$ cat src/rtl/reg_wb_arbiter_pkg.sv
// Shared types and widths for the register-file writeback arbiter.
// Latency: n/a (types and constants only).
// Backpressure: n/a.
package reg_wb_arbiter_pkg;

  localparam int REG_IDX_W = 5;
  localparam int DATA_W    = 32;
  localparam int NUM_REGS  = 32;

  typedef logic [REG_IDX_W-1:0] reg_idx_t;
  typedef logic [DATA_W-1:0]    reg_data_t;

  // One queued writeback: destination register and the value to write.
  typedef struct packed {
    reg_idx_t  idx;
    reg_data_t data;
  } wb_entry_t;

  // Writes to r0 are swallowed when the hardwired-zero register is enabled.
  function automatic logic is_dropped(input reg_idx_t idx, input bit drop_r0);
    return drop_r0 && (idx == '0);
  endfunction

endpackage

$ cat src/rtl/reg_wb_arbiter_if.sv
// Bundle of the two writeback request channels, the register-file write port,
// the pending mask and the forwarding lookup. Latency: n/a (wires only).
// Backpressure: src*_ready per channel; the register-file side never stalls.
//   src0_*/src1_* : valid/ready/idx/data request channels (master drives valid/idx/data)
//   regWrite/writeReg/writeData : register-file write port (slave drives)
//   pending : per-register queued-write mask; fwd_idx/fwd_hit/fwd_data : lookup port
interface reg_wb_arbiter_if;
  import reg_wb_arbiter_pkg::*;

  logic      src0_valid;
  logic      src0_ready;
  reg_idx_t  src0_idx;
  reg_data_t src0_data;

  logic      src1_valid;
  logic      src1_ready;
  reg_idx_t  src1_idx;
  reg_data_t src1_data;

  logic      regWrite;
  reg_idx_t  writeReg;
  reg_data_t writeData;

  logic [NUM_REGS-1:0] pending;

  reg_idx_t  fwd_idx;
  logic      fwd_hit;
  reg_data_t fwd_data;

  modport master (
    output src0_valid, src0_idx, src0_data,
    output src1_valid, src1_idx, src1_data,
    output fwd_idx,
    input  src0_ready, src1_ready,
    input  regWrite, writeReg, writeData,
    input  pending, fwd_hit, fwd_data
  );

  modport slave (
    input  src0_valid, src0_idx, src0_data,
    input  src1_valid, src1_idx, src1_data,
    input  fwd_idx,
    output src0_ready, src1_ready,
    output regWrite, writeReg, writeData,
    output pending, fwd_hit, fwd_data
  );

endinterface

$ cat src/rtl/reg_wb_arbiter_wb_queue.sv
// In-order circular writeback buffer with two push ports and one pop port.
// Latency: a push is visible at the head/entries one cycle later.
// Backpressure: none internally; the caller guarantees pushes never exceed free space.
//   clk/reset : clock, synchronous active-high reset (empties the queue)
//   push0_*/push1_* : push ports, push0 is older when both fire
//   pop : remove head; head_dat/count_o/head_ptr_o/entries_o/valid_o : state view
module reg_wb_arbiter_wb_queue
  import reg_wb_arbiter_pkg::*;
#(
  parameter int DEPTH = 4,
  localparam int PW = $clog2(DEPTH),
  localparam int CW = $clog2(DEPTH + 1)
) (
  input  logic                  clk,
  input  logic                  reset,
  input  logic                  push0_vld,
  input  wb_entry_t             push0_dat,
  input  logic                  push1_vld,
  input  wb_entry_t             push1_dat,
  input  logic                  pop,
  output wb_entry_t             head_dat,
  output logic [CW-1:0]         count_o,
  output logic [PW-1:0]         head_ptr_o,
  output wb_entry_t [DEPTH-1:0] entries_o,
  output logic [DEPTH-1:0]      valid_o
);

  logic [PW-1:0]         head_q;
  logic [PW-1:0]         tail_q;
  logic [CW-1:0]         count_q;
  wb_entry_t [DEPTH-1:0] mem_q;
  logic [PW-1:0]         tail1;

  // push1 lands right behind push0, or at the tail itself when push0 is idle.
  assign tail1 = tail_q + PW'(push0_vld);

  always_ff @(posedge clk) begin
    if (reset) begin
      head_q  <= '0;
      tail_q  <= '0;
      count_q <= '0;
    end else begin
      tail_q  <= tail_q + PW'(push0_vld) + PW'(push1_vld);
      if (pop) head_q <= head_q + PW'(1);
      count_q <= count_q + CW'(push0_vld) + CW'(push1_vld) - CW'(pop);
    end
  end

  // Storage needs no reset: liveness is tracked by head/count alone.
  always_ff @(posedge clk) begin
    if (push0_vld) mem_q[tail_q] <= push0_dat;
    if (push1_vld) mem_q[tail1]  <= push1_dat;
  end

  // A slot is live when its distance from the head is below the fill count.
  always_comb begin
    logic [PW-1:0] age;
    age     = '0;
    valid_o = '0;
    for (int s = 0; s < DEPTH; s++) begin
      age        = PW'(s) - head_q;
      valid_o[s] = (CW'(age) < count_q);
    end
  end

  assign head_dat   = mem_q[head_q];
  assign count_o    = count_q;
  assign head_ptr_o = head_q;
  assign entries_o  = mem_q;

endmodule

$ cat src/rtl/reg_wb_arbiter.sv
// Merges integer-pipe and FP/DSP-pipe writebacks into one in-order register-file write port.
// Latency: accept at edge N -> register-file write enable during N..N+1 when the queue is empty.
// Backpressure: src*_ready from free slots; src0 preferred until src1 has stalled STARVE_LIMIT cycles.
//   clk/reset : clock, synchronous active-high reset (discards all queued writes)
//   bus       : slave side of reg_wb_arbiter_if (requests, write port, pending mask, forwarding)
module reg_wb_arbiter
  import reg_wb_arbiter_pkg::*;
#(
  parameter int DEPTH        = 4,
  parameter int STARVE_LIMIT = 3,
  parameter bit DROP_R0      = 1'b1
) (
  input  logic             clk,
  input  logic             reset,
  reg_wb_arbiter_if.slave  bus
);

  localparam int PW = $clog2(DEPTH);
  localparam int CW = $clog2(DEPTH + 1);
  localparam int FW = CW + 1;
  localparam int SW = $clog2(STARVE_LIMIT + 1);

  // ---------------- queue ----------------
  logic                  push0_vld, push1_vld, pop;
  wb_entry_t             push0_dat, push1_dat, head_dat;
  logic [CW-1:0]         count;
  logic [PW-1:0]         head_ptr;
  wb_entry_t [DEPTH-1:0] entries;
  logic [DEPTH-1:0]      ent_vld;

  reg_wb_arbiter_wb_queue #(.DEPTH(DEPTH)) u_queue (
    .clk        (clk),
    .reset      (reset),
    .push0_vld  (push0_vld),
    .push0_dat  (push0_dat),
    .push1_vld  (push1_vld),
    .push1_dat  (push1_dat),
    .pop        (pop),
    .head_dat   (head_dat),
    .count_o    (count),
    .head_ptr_o (head_ptr),
    .entries_o  (entries),
    .valid_o    (ent_vld)
  );

  // ---------------- arbitration ----------------
  logic [SW-1:0] starve_q;
  logic [FW-1:0] free;
  logic          src1_wins;
  logic          w_vld, l_vld, w_rdy, l_rdy, w_cons;
  wb_entry_t     w_ent, l_ent;
  logic          src0_rdy, src1_rdy;

  assign pop = (count != '0);

  // The head pops this cycle whenever the queue is non-empty, so its slot counts as free.
  assign free = FW'(DEPTH) - FW'(count) + FW'(pop);

  assign src1_wins = (starve_q == SW'(STARVE_LIMIT));

  always_comb begin
    w_vld = bus.src0_valid;
    w_ent = '{idx: bus.src0_idx, data: bus.src0_data};
    l_vld = bus.src1_valid;
    l_ent = '{idx: bus.src1_idx, data: bus.src1_data};
    if (src1_wins) begin
      w_vld = bus.src1_valid;
      w_ent = '{idx: bus.src1_idx, data: bus.src1_data};
      l_vld = bus.src0_valid;
      l_ent = '{idx: bus.src0_idx, data: bus.src0_data};
    end
  end

  // A dropped r0 write from the winner takes no slot, so the loser only needs one.
  assign w_cons = w_vld && !is_dropped(w_ent.idx, DROP_R0);
  assign w_rdy  = (free >= FW'(1));
  assign l_rdy  = (free >= (w_cons ? FW'(2) : FW'(1)));

  assign src0_rdy = src1_wins ? l_rdy : w_rdy;
  assign src1_rdy = src1_wins ? w_rdy : l_rdy;

  assign bus.src0_ready = src0_rdy;
  assign bus.src1_ready = src1_rdy;

  // Winner goes to push0 so it is older than the loser when both are accepted.
  assign push0_vld = w_vld && w_rdy && !is_dropped(w_ent.idx, DROP_R0);
  assign push0_dat = w_ent;
  assign push1_vld = l_vld && l_rdy && !is_dropped(l_ent.idx, DROP_R0);
  assign push1_dat = l_ent;

  always_ff @(posedge clk) begin
    if (reset) begin
      starve_q <= '0;
    end else if (bus.src1_valid && src1_rdy) begin
      starve_q <= '0;
    end else if (bus.src1_valid && !src1_rdy && !src1_wins) begin
      starve_q <= starve_q + SW'(1);
    end
  end

  // ---------------- pending counters ----------------
  logic [CW-1:0]       pcnt_q [NUM_REGS];
  logic [CW-1:0]       pcnt_d [NUM_REGS];
  logic [NUM_REGS-1:0] pending_q;

  always_comb begin
    for (int r = 0; r < NUM_REGS; r++) begin
      pcnt_d[r] = pcnt_q[r]
                + CW'(push0_vld && (push0_dat.idx == REG_IDX_W'(r)))
                + CW'(push1_vld && (push1_dat.idx == REG_IDX_W'(r)))
                - CW'(pop && (head_dat.idx == REG_IDX_W'(r)));
    end
  end

  always_ff @(posedge clk) begin
    if (reset) begin
      pending_q <= '0;
      for (int r = 0; r < NUM_REGS; r++) pcnt_q[r] <= '0;
    end else begin
      for (int r = 0; r < NUM_REGS; r++) begin
        pcnt_q[r]    <= pcnt_d[r];
        pending_q[r] <= (pcnt_d[r] != '0);
      end
    end
  end

  assign bus.pending = pending_q;

  // ---------------- write port ----------------
  assign bus.regWrite  = pop;
  assign bus.writeReg  = pop ? head_dat.idx  : '0;
  assign bus.writeData = pop ? head_dat.data : '0;

  // ---------------- forwarding ----------------
  // Walk from oldest to youngest so the last match (youngest) wins.
  always_comb begin
    logic [PW-1:0] slot;
    slot         = '0;
    bus.fwd_hit  = 1'b0;
    bus.fwd_data = '0;
    for (int k = 0; k < DEPTH; k++) begin
      slot = head_ptr + PW'(k);
      if (ent_vld[slot] && (entries[slot].idx == bus.fwd_idx)
          && !is_dropped(bus.fwd_idx, DROP_R0)) begin
        bus.fwd_hit  = 1'b1;
        bus.fwd_data = entries[slot].data;
      end
    end
  end

endmodule

$ cat src/flat_wrapper.sv
// flat-port wrapper written by rule: the top's interface ports become plain ports
module reg_wb_arbiter_flat import reg_wb_arbiter_pkg::*;
#(
  parameter int DEPTH        = 4,
  parameter int STARVE_LIMIT = 3,
  parameter bit DROP_R0      = 1'b1
)
  (clk, reset, bus_src0_valid, bus_src0_idx, bus_src0_data, bus_src1_valid, bus_src1_idx, bus_src1_data, bus_fwd_idx, bus_src0_ready, bus_src1_ready, bus_regWrite, bus_writeReg, bus_writeData, bus_pending, bus_fwd_hit, bus_fwd_data);
  reg_wb_arbiter_if bus_i ();
  input  logic clk;
  input  logic reset;
  input wire logic [$bits(bus_i.src0_valid)-1:0] bus_src0_valid;
  input wire logic [$bits(bus_i.src0_idx)-1:0] bus_src0_idx;
  input wire logic [$bits(bus_i.src0_data)-1:0] bus_src0_data;
  input wire logic [$bits(bus_i.src1_valid)-1:0] bus_src1_valid;
  input wire logic [$bits(bus_i.src1_idx)-1:0] bus_src1_idx;
  input wire logic [$bits(bus_i.src1_data)-1:0] bus_src1_data;
  input wire logic [$bits(bus_i.fwd_idx)-1:0] bus_fwd_idx;
  output wire logic [$bits(bus_i.src0_ready)-1:0] bus_src0_ready;
  output wire logic [$bits(bus_i.src1_ready)-1:0] bus_src1_ready;
  output wire logic [$bits(bus_i.regWrite)-1:0] bus_regWrite;
  output wire logic [$bits(bus_i.writeReg)-1:0] bus_writeReg;
  output wire logic [$bits(bus_i.writeData)-1:0] bus_writeData;
  output wire logic [$bits(bus_i.pending)-1:0] bus_pending;
  output wire logic [$bits(bus_i.fwd_hit)-1:0] bus_fwd_hit;
  output wire logic [$bits(bus_i.fwd_data)-1:0] bus_fwd_data;
  assign bus_i.src0_valid = bus_src0_valid;
  assign bus_i.src0_idx = bus_src0_idx;
  assign bus_i.src0_data = bus_src0_data;
  assign bus_i.src1_valid = bus_src1_valid;
  assign bus_i.src1_idx = bus_src1_idx;
  assign bus_i.src1_data = bus_src1_data;
  assign bus_i.fwd_idx = bus_fwd_idx;
  assign bus_src0_ready = bus_i.src0_ready;
  assign bus_src1_ready = bus_i.src1_ready;
  assign bus_regWrite = bus_i.regWrite;
  assign bus_writeReg = bus_i.writeReg;
  assign bus_writeData = bus_i.writeData;
  assign bus_pending = bus_i.pending;
  assign bus_fwd_hit = bus_i.fwd_hit;
  assign bus_fwd_data = bus_i.fwd_data;
  reg_wb_arbiter #(.DEPTH(DEPTH), .STARVE_LIMIT(STARVE_LIMIT), .DROP_R0(DROP_R0)) u_core (.clk(clk), .reset(reset), .bus(bus_i));
endmodule
$ cat config.mk
export PLATFORM = sky130hd
export DESIGN_NAME = reg_wb_arbiter_flat
export DESIGN_NICKNAME = d
export VERILOG_FILES = /design/src/rtl/reg_wb_arbiter_pkg.sv /design/src/rtl/reg_wb_arbiter_if.sv /design/src/rtl/reg_wb_arbiter_wb_queue.sv /design/src/rtl/reg_wb_arbiter.sv /design/src/flat_wrapper.sv
export SDC_FILE = /design/constraint.sdc
export NUM_CORES = 1
export LEC_CHECK = 0
export BUFFER_PORTS_ARGS = -buffer_cell sky130_fd_sc_hd__buf_4
export CORE_UTILIZATION = 40
export DETAILED_ROUTE_END_ITERATION = 8
export PLACE_DENSITY = 0.58
export SYNTH_ARGS = -nofsm -noshare
export SYNTH_HDL_FRONTEND = slang
export SYNTH_HIERARCHICAL = 1
export SYNTH_SLANG_ARGS = --single-unit
$ cat constraint.sdc
create_clock -name clk -period 5.03 [get_ports clk]
set_input_delay 0 -clock clk [delete_from_list [all_inputs] [get_ports clk]]
set_output_delay 0 -clock clk [all_outputs]
set_load 0.03 [all_outputs]
==> summary.txt, run 1 <==
Worst setup path
  – Crit path launch type: register
  – Slowest CP cell: dlygate4sd3_1
  – Critical Path Fanout Max: 32
  – Crit end category: register
  – Worst Path Required: 5.47 ns
  – CP Class: reg -> reg
  – Crit path DAT: 5.14 ns
  – Max incr delay on CP: 0.58 ns
  – R2R cell count: 14
  – FF-to-FF End: u_core/u_queue/entries_o[0]$_DFF_P_
  – Reg-to-Reg Start: u_core/starve_q[0]$_SDFFE_PP0P_
  – Reg-to-reg slack, setup: 0.33 ns
  – Worst path cell trace: ha_4, mux2_2, o31ai_2, ha_1, nand2b_1, a211oi_1, nor2_1, a21boi_0, buf_4, nand2b_2, or2_1, buf_12, a31oi_1, dlygate4sd3_1

Timing
  – Slew @ Worst Pin: 1.097 ns
  – Slew margin rel.: 26.89%
  – Minimum hold slack: 0.04273 ns
  – Slew Limit Fails: 0
  – Final Hold Fails: 0
  – Skew final: 0.02886 ns
  – Final worst slack: 0.3330 ns
  – Tcrit/Tclk final: 93.38%
  – Minimum clock period: 4.697 ns
  – Achievable Freq: 0.2129 GHz
  – RSZ-0062 raised after global routing: no
  – Setup tns final: 0 ns
  – Final setup viols: 0

Power and ir drop
  – Maximum VDD drop: 0.4074 mV
  – Pint: 8.930 mW
  – Combinational share of power: 60.4%
  – Sequential power share: 24.7%
  – Switching Power: 7.867 mW
  – Leakage: 9.704 nW
  – Clock share of power: 14.8%
  – Switching fraction of total power: 46.83%
  – Power Dens Cells: 684.3 nW/um^2

Global route
  – Initial antenna violation count: 4
  – Met2 usage: 42.49%
  – GRT Util Overall: 26.02%
  – Global-route wire length before repair: 104500 um
  – Met1 GRT Util: 33.89%
  – Vias in the first global route: 18802
  – Most used routing layer: met2
  – Remaining Overflow, GRT: 0
  – Largest net degree at the start of global routing: 95
  – M3 GR Usage: 4.930%

Floorplan
  – DIE AREA: 51720 sq um
  – Width of the die: 227.4 um
  – # rows: 82
  – IO Pins: 188
  – Area of the core: 50170 sq um
  – Initial core utilization: 40.52%
  – Vert. Die Dim: 227.4 um

Route
  – Via-to-Cell Ratio: 5.769
  – Iteration-0 DRC Markers: 1951
  – Routed Antenna Nets: 0
  – DRT Pass-1 Iters: 6
  – Routed wire length: 68550 um
  – DR DRC count: 0
  – Vias: 19418
  – Wire per inst: 20.36 um

Placement
  – Hpwl dp: 42910 um
  – IO buf count: 187
  – Placer congestion estimate: 0.8921
  – Pre-CTS setup slack: 0.3649 ns

Clock network
  – Worst skew pair latency: 0.56 ns
  – Clock Tree Buf Depth: 3
  – CTS Sinks: 285
  – Clock transition at path regs: 0.06 ns
  – Total CTS buffers: 34
  – CTS tree: built
  – Maximum level of the CTS H-tree: 2
  – CTS root buf: clkbuf_16
  – Post-CTS Setup Bufs: 0

Job
  – Max-Cap Viols: 0

Final layout
  – Reg area: 5713 sq um
  – Commonest cells after routing, fill and taps aside: 373 x nand2_1, 283 x dfxtp_1, 268 x nor2_1
  – Multi-input logic area: 13340 sq um
  – Fin util: 48.93%
  – Layout Nets: 2860
  – P&R area growth vs syn: 20.76%
  – Share of cells above drive strength 1: 18.23%
  – Filler instances: 4785
  – Commonest non-fill, non-tap cell in the layout: nand2_1

Logic synthesis
  – Post-synthesis sequential area ratio: 28.07%
  – Total nets after synthesis: 2655
  – Post-synth EDFFs: 0
  – Synth Register Bits: 285
  – Syn Area/Cell: 8.256 sq um
  – Cell Area, Synth: 20330 sq um
  – Dominant synthesized flop cell: dfxtp_1
  – FFs w/ async S/R, synth: 0%
  – Synth cell types: 66
  – Syn. warnings: 6
  – Syn Inst Count: 2462

Hold path
  – Hold Startpoint: bus_src0_idx[0]
  – Hold crit path type: in -> reg
  – Hold EP: u_core/u_queue/entries_o[32]$_DFF_P_
  – Hold depth: 4

Outcome
  – Status: finished clean
power by group through the flow:
stage,Sequential [mW],Combinational (mW),Clock (mW)
4_1_cts,4.14,10.0,2.53
3_3_place_gp,4.13,9.42,0
2_1_floorplan,3.95,7.16,0
5_1_grt,4.28,11.0,2.61
6_report,4.16,10.2,2.49
3_5_place_dp,4.18,9.62,0
worst max-delay path, delay by kind of cell, from the launching register on:
family          cells  cell delay, ns
mux                 1            0.41
fa+ha+maj           2            0.53
compound gates      4            1.11
flops               1            0.39
simple gates        4            1.04
buf+inv             3            1.07
worst max path at each step:
stage                                     from                                  end  slack [ns]  cells after the start
3_5_place_dp   u_core/starve_q[0]$_SDFFE_PP0P_    u_core/bus.pending[10]$_SDFF_PP0_        0.36                     18
3_3_place_gp   u_core/starve_q[0]$_SDFFE_PP0P_    u_core/bus.pending[10]$_SDFF_PP0_        0.48                     18
2_1_floorplan  u_core/starve_q[0]$_SDFFE_PP0P_    u_core/bus.pending[10]$_SDFF_PP0_        0.35                     20
6_report       u_core/starve_q[0]$_SDFFE_PP0P_  u_core/u_queue/entries_o[0]$_DFF_P_        0.33                     14
5_1_grt        u_core/starve_q[0]$_SDFFE_PP0P_    u_core/bus.pending[10]$_SDFF_PP0_        0.11                     18
4_1_cts        u_core/starve_q[0]$_SDFFE_PP0P_  u_core/u_queue/entries_o[9]$_DFF_P_        0.28                     14
per-layer routing:
layer / up-vias / share of wire (%)
met5: - / 0.039
met1: 9384 / 42
met4: 6 / 3.2
met2: 918 / 46
met3: 154 / 8.4
li1: 8956 / -
synthesized netlist by cell type, types with 66 or more instances:
cell	number	area share (%)
fa_1	66	6.5
dfxtp_1	285	28
a31oi_1	151	4.6
clkbuf_1	104	1.9
a21oi_1	71	1.7
xnor2_1	90	3.9
nor2b_1	70	2.2
mux2_2	129	7.1
nand2_1	375	6.9
inv_1	114	2.1
nor3_1	162	4.0
nor2_1	268	4.9
mux2i_1	124	6.1
cell families (layout without fill, tap and decap cells):
| family | Yosys count | count (layout) | synth area share [%] |
|---|---|---|---|
| and+or+nand+nor | 985 | 985 | 21.80 |
| AOI/OAI and AO/OA | 376 | 376 | 12.14 |
| buffers and inverters | 311 | 542 | 6.617 |
| muxes | 295 | 295 | 17.86 |
| DFF | 285 | 285 | 28.07 |
| adders and majority gates | 110 | 110 | 9.208 |
| xor gates and xnor gates | 98 | 98 | 4.260 |
| other | 2 | 3 | 0.03695 |
state kept, by name (all words and copies together) (netlist names):
register and cells:
u_core/u_queue/entries_o 148, u_core/pcnt_q 96, u_core/bus.pending 32, u_core/u_queue/count_o 3, u_core/starve_q 2, u_core/u_queue/head_ptr_o 2
u_core/u_queue/tail_q 2
final cells by class:
type | instances | area share, %
multi-input cells | 1866 | 54.34
flip-flops and latches | 285 | 23.27
repair buffers | 366 | 12.70
clock buffers | 50 | 4.037
well taps | 672 | 3.425
inverters | 114 | 1.748
clock inverters | 12 | 0.4588
diodes | 1 | 0.01019
stage by stage:
step | power (mW) | std cells | instance area, sq um
finish | 16.80 | 3366 | 24550
global route | 17.89 | 3366 | 24550
CTS | 16.71 | 3365 | 24540
detailed placement | 13.81 | 3170 | 22100
global placement | 13.54 | 3170 | 22100
floorplan | 11.10 | 2462 | 20330
what timing repair did:
item,in CTS,in global routing
hold buffers,133,0
gates resized for setup,0,1
endpoints found under the hold margin,133,0
endpoints found under the setup margin,0,6
No activity file was read; power rests on OpenSTA's default activity.
==> run 2, diff against run 1 <==
Settings changed: CORE_UTILIZATION 40 to 30, PLACE_DENSITY 0.58 to 0.46.
==> run 2 against run 1 <==
Utilization fell by 12 points; clock-buffer cell count increased by 6; largest power group unchanged; worst setup slack improved by 0.14 ns; clock power up 8.8%; critical endpoint is now u_core/u_queue/entries_o[46]$_DFF_P_; via count fell by 0.72%; final cell count rose by 6.1%; die area up 33%.
==> summary.txt, run 2 (synthesis gave the netlist of run 1 again) <==
Floorplan
  – Vert. Die Dim: 262.3 um (+15%)
  – Width of the die: 262.3 um (+15%)
  – DIE AREA: 68800 sq um (+33%)
  – Initial core utilization: 30.27% (-10 points)
  – Area of the core: 67160 sq um (+34%)
  – IO Pins: 188 (unchanged)
  – # rows: 95 (+16%)

Worst setup path
  – FF-to-FF End: u_core/u_queue/entries_o[46]$_DFF_P_
  – Crit path launch type: register
  – Reg-to-reg slack, setup: 0.47 ns (+0.14 ns)
  – CP Class: reg -> reg
  – Critical Path Fanout Max: 21 (-34%)
  – R2R cell count: 11 (-3)
  – Worst Path Required: 5.51 ns (+0.04 ns)
  – Crit end category: register
  – Critical Path Sink: u_core/u_queue/entries_o[46]$_DFF_P_
  – Crit path DAT: 5.03 ns (-0.11 ns)
  – Reg-to-Reg Start: u_core/u_queue/count_o[0]$_SDFF_PP0_
  – Worst Setup SP: u_core/u_queue/count_o[0]$_SDFF_PP0_

Final layout
  – Largest register FFs: 148 (unchanged)
  – Filler instances: 6832 (+43%)
  – Commonest cells after routing, fill and taps aside: 373 x nand2_1, 283 x dfxtp_1, 268 x nor2_1
  – Fin util: 37.12% (-12 points)
  – P&R area growth vs syn: 22.65%
  – Share of cells above drive strength 1: 18.40% (+0.17 points)
  – Layout Nets: 2863 (+0.10%)
  – Commonest non-fill, non-tap cell in the layout: nand2_1
  – Non-filler cells in the finished layout: 3570 (+6.1%)

Power and ir drop
  – Pwr Total: 17.11 mW (+1.9%)
  – Power Dens Cells: 686.5 nW/um^2 (+0.32%)
  – Maximum VDD drop: 0.3664 mV (-10%)
  – Leakage: 9.779 nW (+0.77%)

Route
  – Routed Antenna Nets: 0 (unchanged)
  – Routed wire length: 74210 um (+8.3%)
  – Via-to-Cell Ratio: 5.400 (-6.4%)
  – DR DRC count: 0 (unchanged)
  – Wire per inst: 20.79 um (+2.1%)
  – DRT Pass-1 Iters: 5 (-1)
  – WL met3: 5074 um (-12%)
  – Vias: 19279 (-0.72%)
  – Iteration-0 DRC Markers: 1378 (-29%)
  – Routed length on met2: 34160 um (+7.6%)
  – Top sig layer: met5
  – Wl on met1: 32420 um (+13%)

Global route
  – Vias in the first global route: 19271 (+2.5%)
  – Largest net degree at the start of global routing: 76 (-20%)
  – Global-route wire length before repair: 114400 um (+9.4%)
  – GRT Util Overall: 21.16% (-4.9 points)
  – Remaining Overflow, GRT: 0 (unchanged)
  – Initial antenna violation count: 4 (unchanged)

Placement
  – Hpwl dp: 47050 um (+9.6%)
  – Placer congestion estimate: 0.8359 (-6.3%)
  – Cells after DPL: 3373 (+6.4%)
  – IO buf count: 187 (unchanged)

Clock network
  – CTS root buf: clkbuf_16
  – Clock Tree Buf Depth: 3 (unchanged)
  – Worst skew pair latency: 0.56 ns (about the same)
  – Maximum level of the CTS H-tree: 2 (unchanged)
  – Clock transition at path regs: 0.06 ns (about the same)
  – Total CTS buffers: 38 (+12%)
  – CTS Sinks: 285 (unchanged)
  – CTS tree: built

Hold path
  – Hold Startpoint: bus_src1_idx[4]
  – Hold crit path type: in -> reg

Timing
  – Skew final: 0.02579 ns (-0.003065 ns)
  – Minimum clock period: 4.556 ns (-0.1405 ns)
  – RSZ-0062 raised after global routing: no
  – Final setup viols: 0 (unchanged)
  – Slew Limit Fails: 0 (unchanged)
  – Achievable Freq: 0.2195 GHz (+3.1%)
  – Minimum hold slack: 0.05482 ns (+0.01209 ns)
  – Slew @ Worst Pin: 1.058 ns (-0.03824 ns)
  – Slew margin rel.: 29.43% (+2.5 points)
  – Final Hold Fails: 0 (unchanged)
  – Setup tns final: 0 ns (unchanged)
  – Tcrit/Tclk final: 90.59% (-2.8 points)

Outcome
  – Status: finished clean

Job
  – Max-Cap Viols: 0 (unchanged)
[run 2: critical path, stage by stage, from the launching register on]
cell	delay (ns)
dfxtp_1	0.37
or3_2	0.48
inv_1	0.10
ha_1	0.25
o31a_1	0.33
nor2_1	0.58
ha_1	0.44
xnor2_2	0.17
nand3_2	0.56
buf_12	0.42
a31oi_1	0.18
dlygate4sd3_1	0.58
[run 2: cell type report]
cell class / instances / area, sq um / share of cell area (%)
diodes: 1 / 2.502 / 0.01004
flip-flops and latches: 285 / 5713 / 22.92
inverters: 114 / 430.4 / 1.726
well taps: 873 / 1092 / 4.381
multi-input cells: 1866 / 13340 / 53.53
repair buffers: 365 / 3128 / 12.55
clock buffers: 56 / 1110 / 4.452
clock inverters: 10 / 110.1 / 0.4417
[run 2: stage by stage]
stage | setup WS [ns] | area, sq um
CTS | 0.2717 | 24920
finish | 0.4735 | 24930
global placement | 0.4812 | 22400
floorplan | 0.3520 | 20330
global route | 0.1014 | 24930
detailed placement | 0.3695 | 22400
[run 2: where the power goes]
part / internal (mW) / switching [mW] / total (mW)
logic: 4.25 / 5.99 / 10.2
clock network: 1.63 / 1.08 / 2.71
registers: 3.26 / 0.905 / 4.16
[run 2: how the worst min path moves through the flow]
stage          cells past startpoint                               endpoint  slack (ns)
3_5_place_dp                       3        u_core/starve_q[0]$_SDFFE_PP0P_        0.36
5_1_grt                            4  u_core/u_queue/entries_o[108]$_DFF_P_        0.07
3_3_place_gp                       3        u_core/starve_q[0]$_SDFFE_PP0P_        0.36
6_report                           4  u_core/u_queue/entries_o[147]$_DFF_P_        0.05
2_1_floorplan                      1   u_core/u_queue/count_o[0]$_SDFF_PP0_        0.07
4_1_cts                            4  u_core/u_queue/entries_o[147]$_DFF_P_       0.004
[run 2: what timing repair did]
item,in CTS,in global routing
resized for setup,0,2
buffers inserted,0,0
hold buffers,130,0
setup endpoints to repair,0,27
hold endpoints to repair,132,0
[run 2: per-layer routing]
layer,vias to the layer above,track usage [%]
li1,8969,-
met1,9387,27.76
met2,747,34.95
met3,170,3.223
met4,6,7.981
met5,-,0
==> run 3, diff against run 2 <==
Settings changed: CORE_ASPECT_RATIO from default to 1.1.
==> run 3 against run 2 <==
Wire length grew 0.83%; final cell count shrank 0.34%; sequential share of layout area shrank 0.063 points; flip-flop and latch count is the same; critical endpoint is now u_core/bus.pending[6]$_SDFF_PP0_; global-route usage grew 0.28 points; first-iteration DRC count grew 8.2%; clock skew shrank 0.0020 ns; critical path depth grew 8.
==> summary.txt, run 3 (synthesis gave the netlist of run 1 again) <==
Timing
  – Slew Limit Fails: 0 (unchanged)
  – Skew final: 0.02376 ns (-0.002030 ns)
  – Setup tns final: 0 ns (unchanged)
  – RSZ-0062 raised after global routing: no
  – Slew margin rel.: 25.92% (-3.5 points)
  – Slew @ Worst Pin: 1.111 ns (+0.05278 ns)
  – Final Hold Fails: 0 (unchanged)
  – Achievable Freq: 0.2113 GHz (-3.7%)
  – Tcrit/Tclk final: 94.11% (+3.5 points)
  – Minimum clock period: 4.734 ns (+0.1772 ns)
  – Final setup viols: 0 (unchanged)
  – Minimum hold slack: 0.07371 ns (+0.01889 ns)

Floorplan
  – Initial core utilization: 30.50% (+0.23 points)
  – Vert. Die Dim: 275.0 um (+4.8%)
  – DIE AREA: 68800 sq um (about the same)
  – # rows: 99 (+4.2%)
  – Width of the die: 250.2 um (-4.6%)
  – IO Pins: 188 (unchanged)
  – Area of the core: 66640 sq um (-0.77%)

Global route
  – Largest net degree at the start of global routing: 78 (+2.6%)
  – Global-route wire length before repair: 114700 um (+0.26%)
  – Remaining Overflow, GRT: 0 (unchanged)
  – Vias in the first global route: 19417 (+0.76%)
  – GRT Util Overall: 21.44% (+0.28 points)
  – Initial antenna violation count: 4 (unchanged)

Clock network
  – Post-CTS Setup Bufs: 0 (unchanged)
  – Worst skew pair latency: 0.58 ns (+0.02 ns)
  – Clock Tree Buf Depth: 3 (unchanged)
  – CTS tree: built
  – Maximum level of the CTS H-tree: 2 (unchanged)
  – Clock transition at path regs: 0.06 ns (about the same)
  – CTS Sinks: 285 (unchanged)
  – Total CTS buffers: 39 (+2.6%)
  – CTS root buf: clkbuf_16

Placement
  – Placer congestion estimate: 0.8976 (+7.4%)
  – Hpwl dp: 46330 um (-1.5%)
  – IO buf count: 187 (unchanged)

Power and ir drop
  – Power Dens Cells: 693.5 nW/um^2 (+1.0%)
  – Leakage: 9.813 nW (+0.34%)
  – Pwr Total: 17.34 mW (+1.3%)
  – Clock share of power: 16.6% (+0.8 points)
  – Combinational share of power: 59.5% (-0.3 points)
  – Switching fraction of total power: 46.71% (+0.068 points)
  – Pint: 9.239 mW (+1.2%)
  – Maximum VDD drop: 0.6139 mV (+68%)
  – Sequential power share: 23.9% (-0.4 points)
  – Switching Power: 8.098 mW (+1.5%)

Route
  – DR DRC count: 0 (unchanged)
  – DRT Pass-1 Iters: 5 (unchanged)
  – Iteration-0 DRC Markers: 1491 (+8.2%)
  – Vias: 19248 (-0.16%)
  – Routed wire length: 74820 um (+0.83%)
  – Routed Antenna Nets: 0 (unchanged)
  – Via-to-Cell Ratio: 5.410 (+0.18%)
  – Wire per inst: 21.03 um (+1.2%)

Final layout
  – Antenna diodes: 0 (-1)
  – Layout Nets: 2868 (+0.17%)
  – Largest register FFs: 148 (unchanged)
  – Fin util: 37.51% (+0.39 points)
  – P&R area growth vs syn: 22.98%
  – Filler instances: 6814 (-0.26%)
  – Commonest non-fill, non-tap cell in the layout: nand2_1
  – Commonest cells after routing, fill and taps aside: 373 x nand2_1, 283 x dfxtp_1, 268 x nor2_1
  – Share of cells above drive strength 1: 18.63% (+0.23 points)

Hold path
  – Hold Startpoint: bus_src0_idx[3]
  – Hold crit path type: in -> reg

Worst setup path
  – Crit path DAT: 5.16 ns (+0.13 ns)
  – Crit end category: register
  – CP Class: reg -> reg
  – Worst Path Required: 5.46 ns (-0.05 ns)
  – Crit path launch type: register
  – Reg-to-Reg Start: u_core/starve_q[0]$_SDFFE_PP0P_
  – Critical Path Fanout Max: 9 (-57%)
  – Worst Setup SP: u_core/starve_q[0]$_SDFFE_PP0P_

Job
  – Max-Cap Viols: 0 (unchanged)

Outcome
  – Status: finished clean
[run 3: final timing paths]
kind         cells after the start                                     to  slack (ns)
min reg2reg                      2   u_core/u_queue/entries_o[77]$_DFF_P_        0.51
max reg2reg                     19       u_core/bus.pending[6]$_SDFF_PP0_        0.30
min                              4  u_core/u_queue/entries_o[109]$_DFF_P_        0.07
max                             19       u_core/bus.pending[6]$_SDFF_PP0_        0.30
[run 3: through the flow]
step / cells / worst slack (ns) / area (sq um)
2_1_floorplan: 2462 / 0.3520 / 20330
3_3_place_gp: 3358 / 0.3858 / 22340
3_5_place_dp: 3358 / 0.1815 / 22340
4_1_cts: 3558 / 0.1418 / 24990
5_1_grt: 3558 / 0.02957 / 25000
6_report: 3558 / 0.2963 / 25000
[run 3: cell type report]
class	instances	area, sq um	share of cell area (%)
Sequential cell	285	5713	22.85
Timing Repair Buffer	369	3131	12.52
Inverter	114	430.4	1.722
Clock inverter	15	180.2	0.7207
Multi-Input combinational cell	1866	13340	53.36
Clock buffer	51	1132	4.530
Tap cell	858	1074	4.294
[run 3: worst max-delay path: stages (launching register included)]
cell	delay, ns
dfxtp_1	0.39
ha_4	0.22
mux2_2	0.42
o31ai_2	0.43
ha_1	0.20
nand2b_1	0.10
a211oi_1	0.07
buf_4	0.15
nor2_1	0.13
a21boi_0	0.28
nand2b_1	0.17
nor2_1	0.32
nand2_1	0.11
ha_1	0.31
inv_1	0.05
fa_1	0.41
fa_1	0.39
xnor2_1	0.19
xnor2_1	0.17
a21oi_1	0.09
[run 3: timing repair]
item / in CTS / in global routing
hold endpoints to repair: 188 / 0
endpoints found under the setup margin: 0 / 13
hold buffers: 134 / 0
resized for setup: 0 / 1
[run 3: power by group through the flow]
stage	registers, mW	clock network, mW	logic [mW]
CTS	4.14	2.97	10.3
floorplan	3.95	0	7.16
finish	4.14	2.88	10.3
global route	4.30	3.04	11.2
detailed placement	4.18	0	9.84
global placement	4.14	0	9.66
[run 3: layer usage]
metal	part of all wire [%]	global-route usage, %	vias up
li1	-	-	8976
met1	43	27.59	9378
met2	47	36.19	730
met3	6.4	3.349	158
met4	3.2	7.798	6
met5	0.053	0	-
